--- config.mk ---
export PLATFORM = sky130hd
export DESIGN_NAME = half_adder_bist
export DESIGN_NICKNAME = d
export VERILOG_FILES = /design/src/rtl/ha_bist_pkg.sv /design/src/rtl/ha_ref.sv /design/src/rtl/half_adder_bist.sv
export SDC_FILE = /design/constraint.sdc
export NUM_CORES = 1
export LEC_CHECK = 0
export CORE_MARGIN = 5
export CORE_UTILIZATION = 45
export DETAILED_ROUTE_END_ITERATION = 8
export DONT_BUFFER_PORTS = 1
export GPL_ROUTABILITY_DRIVEN = 1
export SLEW_MARGIN = 20
export SYNTH_ARGS = -nofsm -noshare
export SYNTH_HDL_FRONTEND = slang
export SYNTH_HIERARCHICAL = 1
export SYNTH_SLANG_ARGS = --single-unit
--- constraint.sdc ---
create_clock -name clk -period 3.2 [get_ports clk]
set_input_delay 0.48 -clock clk [delete_from_list [all_inputs] [get_ports clk]]
set_output_delay 0.48 -clock clk [all_outputs]
set_load 0.05 [all_outputs]
--- src/rtl/ha_bist_pkg.sv ---
// Shared types and constants for the half-adder built-in self-test.
// Optional first-failure capture is enabled by defining HA_BIST_FAILCAP_EN.
package ha_bist_pkg;

    typedef enum logic [1:0] {
        IDLE   = 2'd0,
        SETTLE = 2'd1,
        CHECK  = 2'd2,
        DONE   = 2'd3
    } state_t;

    localparam logic [1:0] VEC_FIRST = 2'b00;
    localparam logic [1:0] VEC_LAST  = 2'b11;

    // Bits needed to count 0..value-1; never narrower than one bit.
    function automatic int clog2(input int value);
        int w;
        int v;
        w = 0;
        v = value - 1;
        while (v > 0) begin
            w = w + 1;
            v = v >> 1;
        end
        return (w < 1) ? 1 : w;
    endfunction

endpackage

--- src/rtl/ha_ref.sv ---
// Combinational golden model of the half-adder cell under test.
module ha_ref (
    input  logic a,
    input  logic b,
    output logic exp_sum,
    output logic exp_carry
);

    assign exp_sum   = a ^ b;
    assign exp_carry = a & b;

endmodule

--- src/rtl/half_adder_bist.sv ---
// BIST driver/checker: sweeps {a,b} over all four vectors and counts sum/carry mismatches.
// Define HA_BIST_FAILCAP_EN to add fail_valid/fail_vec first-mismatch capture.
module half_adder_bist
    import ha_bist_pkg::*;
#(
    parameter int SETTLE_CYCLES = 1,
    parameter int NUM_PASSES    = 1,
    parameter int ERR_W         = 8
) (
    input  logic             clk,
    input  logic             rst_n,
    input  logic             start,
    output logic             a,
    output logic             b,
    input  logic             sum,
    input  logic             carry,
    output logic             busy,
    output logic             done,
    output logic             pass,
    output logic [ERR_W-1:0] err_count
`ifdef HA_BIST_FAILCAP_EN
    ,
    output logic             fail_valid,
    output logic [1:0]       fail_vec
`endif
);

    localparam int CNT_W  = clog2(SETTLE_CYCLES);
    localparam int PASS_W = clog2(NUM_PASSES);
    localparam logic [CNT_W-1:0]  SETTLE_LAST = CNT_W'(SETTLE_CYCLES - 1);
    localparam logic [PASS_W-1:0] PASS_LAST   = PASS_W'(NUM_PASSES - 1);

    state_t              state;
    logic [1:0]          vec;
    logic [CNT_W-1:0]    settle_cnt;
    logic [PASS_W-1:0]   pass_cnt;
    logic                exp_sum;
    logic                exp_carry;
    logic                mismatch;
    logic [ERR_W-1:0]    err_next;

    ha_ref u_ref (
        .a        (a),
        .b        (b),
        .exp_sum  (exp_sum),
        .exp_carry(exp_carry)
    );

    // At most one increment per vector, holding at all-ones once reached.
    assign mismatch = (sum != exp_sum) || (carry != exp_carry);
    assign err_next = (mismatch && !(&err_count)) ? err_count + ERR_W'(1) : err_count;

    always_ff @(posedge clk or negedge rst_n) begin
        if (!rst_n) begin
            state      <= IDLE;
            vec        <= VEC_FIRST;
            settle_cnt <= '0;
            pass_cnt   <= '0;
            a          <= 1'b0;
            b          <= 1'b0;
            busy       <= 1'b0;
            done       <= 1'b0;
            pass       <= 1'b0;
            err_count  <= '0;
`ifdef HA_BIST_FAILCAP_EN
            fail_valid <= 1'b0;
            fail_vec   <= 2'b00;
`endif
        end else begin
            done <= 1'b0;
            case (state)
                IDLE: begin
                    if (start) begin
                        state      <= SETTLE;
                        busy       <= 1'b1;
                        pass       <= 1'b0;
                        err_count  <= '0;
                        vec        <= VEC_FIRST;
                        pass_cnt   <= '0;
                        settle_cnt <= '0;
                        {a, b}     <= VEC_FIRST;
`ifdef HA_BIST_FAILCAP_EN
                        fail_valid <= 1'b0;
                        fail_vec   <= 2'b00;
`endif
                    end
                end
                SETTLE: begin
                    if (settle_cnt == SETTLE_LAST) begin
                        settle_cnt <= '0;
                        state      <= CHECK;
                    end else begin
                        settle_cnt <= settle_cnt + CNT_W'(1);
                    end
                end
                CHECK: begin
                    err_count <= err_next;
`ifdef HA_BIST_FAILCAP_EN
                    if (mismatch && !fail_valid) begin
                        fail_valid <= 1'b1;
                        fail_vec   <= {a, b};
                    end
`endif
                    if (vec != VEC_LAST) begin
                        vec    <= vec + 2'd1;
                        {a, b} <= vec + 2'd1;
                        state  <= SETTLE;
                    end else if (pass_cnt != PASS_LAST) begin
                        vec      <= VEC_FIRST;
                        {a, b}   <= VEC_FIRST;
                        pass_cnt <= pass_cnt + PASS_W'(1);
                        state    <= SETTLE;
                    end else begin
                        // pass uses err_next so the final vector's result is included.
                        state  <= DONE;
                        busy   <= 1'b0;
                        done   <= 1'b1;
                        pass   <= (err_next == '0);
                        {a, b} <= 2'b00;
                    end
                end
                DONE: begin
                    state <= IDLE;
                end
                default: begin
                    state <= IDLE;
                end
            endcase
        end
    end

endmodule

After elaboration in Yosys (flattened, before gate mapping) --
Index checks and enable logic that the tools add are counted.
Storage, ports and cells: register bits 19
Cells by class: add/sub/neg operators 4, equality and inequality tests 11, multiplexer cells 32, bitwise operators 2, reduce and logical (&&, ||, !) cells 14
Operators by type and width (number):
- 2-to-1 mux 8 bit | 2
- case mux 8 bit (2 select lines) | 1
- 2-to-1 mux 1 bit | 14
- 2-to-1 mux 2 bit | 7
- case mux 1 bit (2 select lines) | 6
- inequality test 2 bit, second input constant | 5
- adder 8 x 1 -> 8 bit, second input constant | 1
- zero test 8 bit | 1
- case mux 2 bit (4 select lines) | 1
- AND reduction 8 bit | 1
- AND reduction 2 bit | 3
- AND reduction 3 bit | 2
- == test 2 bit, second input constant | 2
- case mux 2 bit (2 select lines) | 1
- AND reduction 4 bit | 1
- nonzero test 2 bit | 2
- inequality test 3 bit, second input constant | 1
- adder 1 bit, second input constant | 2
- adder 2 x 1 -> 2 bit, second input constant | 1
- == test 2 x 1 -> 1 bit, second input constant | 1
- zero test 2 bit | 1
- inequality test 1 bit | 2
- bitwise AND 1 bit | 1
- logical AND 1 bit | 1
- 3 further kinds | 3

Depth between registers and ports, before layout --
word-level depth 9, depth in mapped cells 6, depth with buffers taken out 6

Hierarchy --
The synthesis kept the hierarchy.
By module, submodules not included:
- half_adder_bist | times used 1, cells an instance 100, area each 1038.5 sq um
- ha_ref | times used 1, cells an instance 1, area each 12.5 sq um

Least setup slack after synthesis --
Ideal clock, no wire load.
kind flip-flop to flip-flop, start point reg b, end point reg pass, arrival 1.928 ns, required time 3.108 ns, path slack 1.180 ns, cell stages (with the launch flop) 7, path buffers 0, period minus slack after synthesis 2.020 ns, path through dfrtp_1 ha_1 xnor2_2 nand2_1 a211oi_1 a41oi_1 o31ai_2
On the way: longest elaborated chain between the ends 9
Ends and longest elaborated chain:
- start, declared | line half_adder_bist.sv:14 | output logic b,
- start signal, assigned | line half_adder_bist.sv:106 | {a, b} <= vec + 2'd1;
- bitwise XOR 1 bit | line ha_ref.sv:9 | assign exp_sum = a ^ b;
- net exp_sum | line half_adder_bist.sv:37 | logic exp_sum;
- inequality test 1 bit | line half_adder_bist.sv:50 | assign mismatch = (sum != exp_sum) || (carry != exp_carry);
- logical OR 1 bit | line half_adder_bist.sv:50
- logical AND 1 bit | line half_adder_bist.sv:51 | assign err_next = (mismatch && !(&err_count)) ? err_count + ERR_W'(1) : err_count;
- 2-to-1 mux 8 bit | line half_adder_bist.sv:51
- zero test 8 bit | line half_adder_bist.sv:118 | pass <= (err_next == '0);
- 2-to-1 mux 1 bit | line half_adder_bist.sv:108 | end else if (pass_cnt != PASS_LAST) begin
- 2-to-1 mux 1 bit | line half_adder_bist.sv:104 | if (vec != VEC_LAST) begin
- case mux 1 bit (2 select lines) | line half_adder_bist.sv:71 | case (state)
- end signal, assigned | line half_adder_bist.sv:118
- end, declared | line half_adder_bist.sv:19 | output logic pass,
The timed path passes the listed nets, and every way through them passes these cells. The select of a mux whose other input is x is not followed. A chain may end at the register's enable or synchronous reset.

Final worst setup path --
Same ends and word-level chain as after synthesis.

==> metrics.csv <==
stage,metric,value,unit
worst_setup_path,startpoint_type,flip-flop,
worst_setup_path,required,3410,ps
clock_network,numCtsBuffers,3,
synth,syn_area_per_cell,10.4,µm²
synth,post_synth_num_cell_types,41,
grt,grt_max_degree,18,
power,p_leak,0.464,nW
drt,drc_errors,0,
clock_network,clkTransAtPathRegs,110,ps
worst_setup_path,critical_path_class,reg -> reg,
worst_setup_path,worst-r2r-setup-slack,980,ps
placed_design,port_buffers,0,
finish,drive_gt1_share,18.4,%
worst_hold_path,min_path_type,in -> reg,
floorplan,initial_core_util,47.5,%
timing,slew_violations,0,
placed_design,placed_cell_area,0.00106,mm²
synth,syn_inst,101,
drt,wl,2220,µm
worst_setup_path,arrival,2420,ps
finish,final_cells,131,
drt,via_per_inst,6.12,
drt,drt_iter0_drc,19,
synth,synth_area,0.00105,mm²
finish,area_delta_synth_final,4.88,%
timing,max_slew_margin,48.4,%
timing,fin_crit_sh,69.3,%
synth,synth_fp_nets,109,
placed_design,place_worst_setup_slack,972,ps
drt,wire_per_inst,16.9,µm
synth,yosys_warnings,6,
timing,worst_slack,983,ps
clock_network,clockRootBuffer,clkbuf_4,
clock_network,h-tree-depth,1,
run,maxCapViolCount,0,
floorplan,die-area,0.00340,mm²
clock_network,cts_tree,built,
finish,final_nets,112,
floorplan,core,0.00221,mm²
clock_network,cts_resized,0,
synth,yosysSeqAreaShare,40.5,%
timing,tightest_slew,775,ps
clock_network,clk_latency,290,ps
synth,synthDominantCellAreaShare,40.5,%
placed_design,place_inst,126,
clock_network,cts_buffer_depth,2,
finish,n_antenna_cell,0,
grt,gr-total-overflow,0,
synth,synth_edf_count,0,
worst_setup_path,crit_family,flip-flops,
finish,seq_area,425,µm²
run_status,status,completed,
worst_setup_path,critPathBufInv,0,
synth,synthTopCellsByArea,"dfrtp_1 40%, a31oi_1 4.8%, o21ai_0 3.8%",
drt,vias,802,
synth,synth_ff_type,dfrtp_1,
timing,hold_viol,0,
worst_setup_path,crit_slowest_cell,dfrtp_1,
finish,fillers,211,
power,ir_worst_vdd,0.000510,V
floorplan,fp-row-count,17,
synth,ys_ff_latch,17,
power,power_density,788,mW/mm²
finish,fin_area,0.00110,mm²
placed_design,gp_congestion,0.808,
drt,ant_nets,0,
grt,track_usage,14.4,%
clock_network,hold_buffers,1,
worst_setup_path,cp-end-kind,flip-flop,
synth,netlist.top_cell.by_area,dfrtp_1,
timing,fin_crit,2220,ps
clock_network,clkSinkCount,17,
grt,antenna_found_initial,0,
worst_setup_path,max_stage_delay,680,ps
synth,async_flop_share,100,%
floorplan,pin_count,18,
grt,grt_pass1_vias,751,
timing,setup_violations,0,
floorplan,fp.dieW,58.3,µm
placed_design,dp_hpwl,1620,µm
grt,grt_pass1_wl,3730,µm
worst_setup_path,critPathMaxFanout,4,
floorplan,die_h,58.3,µm
timing,rsz0062_at_grt,false,
drt,first_pass_iters,4,
timing,finClkSkew,2.28,ps
finish,multiInputGateArea,583,µm²
timing,fin_setup_tns,0,ps
timing,max_freq,451,MHz
worst_setup_path,path_cells,"ha_1, xnor2_2, nand2_1, a211oi_1, a41oi_1, o31ai_2",
clock_network,cts_setup_buffers,0,
[worst reg2reg max path: cells and delay by family, from the launching register on]
kind / cells / cell delay, ps
and+or+nand+nor: 1 / 180
adders and majority gates: 1 / 360
AOI/OAI and AO/OA: 3 / 590
xor gates and xnor gates: 1 / 320
DFF: 1 / 680
[cell type report]
cell class / count / share of cell area, %
clock buffer: 3 / 2.04
inverter: 3 / 1.02
multi-input combinational: 77 / 52.9
clock inverter: 1 / 0.681
timing repair buffer: 2 / 1.59
tap: 28 / 3.18
sequential: 17 / 38.6
[logic make-up (layout without fill, tap and decap cells)]
logic type | count (synthesis) | count (layout) | share of synthesized area [%]
buffers and inverters | 7 | 9 | 4.05
XOR/XNOR | 3 | 3 | 3.93
adder cells (fa/ha/maj) | 3 | 3 | 3.57
AND/OR/NAND/NOR | 25 | 25 | 13.5
AO/OA/AOI/OAI | 43 | 43 | 31.1
flip-flops | 17 | 17 | 40.5
multiplexers | 3 | 3 | 3.45
[state kept, by name, summed over array words and instances, names as in the netlist]
name,flops
a,1
b,1
busy,1
done,1
err_count,8
pass,1
state,2
vec,2
[cells in the mapped netlist (2+ instances only)]
cell type,n
o21ai_0,8
a21oi_1,2
a21o_1,2
a41oi_1,2
a21oi_2,2
and3_1,2
inv_1,3
nand2_1,8
nor2b_1,2
a31oi_1,8
o21ai_1,3
nand3_1,2
o31ai_1,2
ha_1,3
a22o_1,4
buf_6,2
dfrtp_1,17
nor2_1,4
xnor2_2,2
a211oi_1,2
[layer usage]
| layer | wire length [µm] | vias up | part of all wire [%] | GRT usage (%) |
|---|---|---|---|---|
| met5 | 0 | - | 0 | 0 |
| met4 | 14 | 0 | 0.63 | 7.62 |
| met3 | 173 | 2 | 7.8 | 4.17 |
| met2 | 1040 | 22 | 47 | 21.2 |
| met1 | 989 | 385 | 45 | 19.1 |
| li1 | - | 393 | - | - |
[per-stage QoR]
step,hold WS [ps],power (W),util [%]
3_5_place_dp,185,0.000748,48.0
6_report,414,0.000869,49.8
2_1_floorplan,184,0.000674,-
3_3_place_gp,185,0.000740,48.0
4_1_cts,401,0.000876,49.8
5_1_grt,422,0.000940,49.8
[power breakdown]
part / total (W) / switching (W) / internal (W) / leakage, nW
sequential: 0.000404 / 0.000142 / 0.000261 / 0.223
clock: 0.000119 / 0.0000714 / 0.0000475 / 0.0139
combinational: 0.000346 / 0.000203 / 0.000143 / 0.227
[cells in the final DEF (no fill, tap or decap), types with 3 or more instances in the layout]
| cell type | synthesis | final |
|---|---|---|
| dfrtp_1 | 17 | 17 |
| o21ai_1 | 3 | 3 |
| ha_1 | 3 | 3 |
| inv_1 | 3 | 3 |
| nand2_1 | 8 | 8 |
| o21ai_0 | 8 | 8 |
| clkbuf_4 | 0 | 3 |
| a22o_1 | 4 | 4 |
| nor2_1 | 4 | 4 |
| a31oi_1 | 8 | 8 |
[worst paths after layout]
path                              from      endpoint  depth (start not counted)
worst max-delay path                 b          pass                          6
worst min-delay path             start          busy                          2
worst max register to register       b          pass                          6
worst min register to register  vec[0]             b                          1
max in group asynchronous        rst_n  err_count[7]                          1
min in group asynchronous        rst_n  err_count[5]                          1
Note: power is estimated with default switching activity, not from simulation.
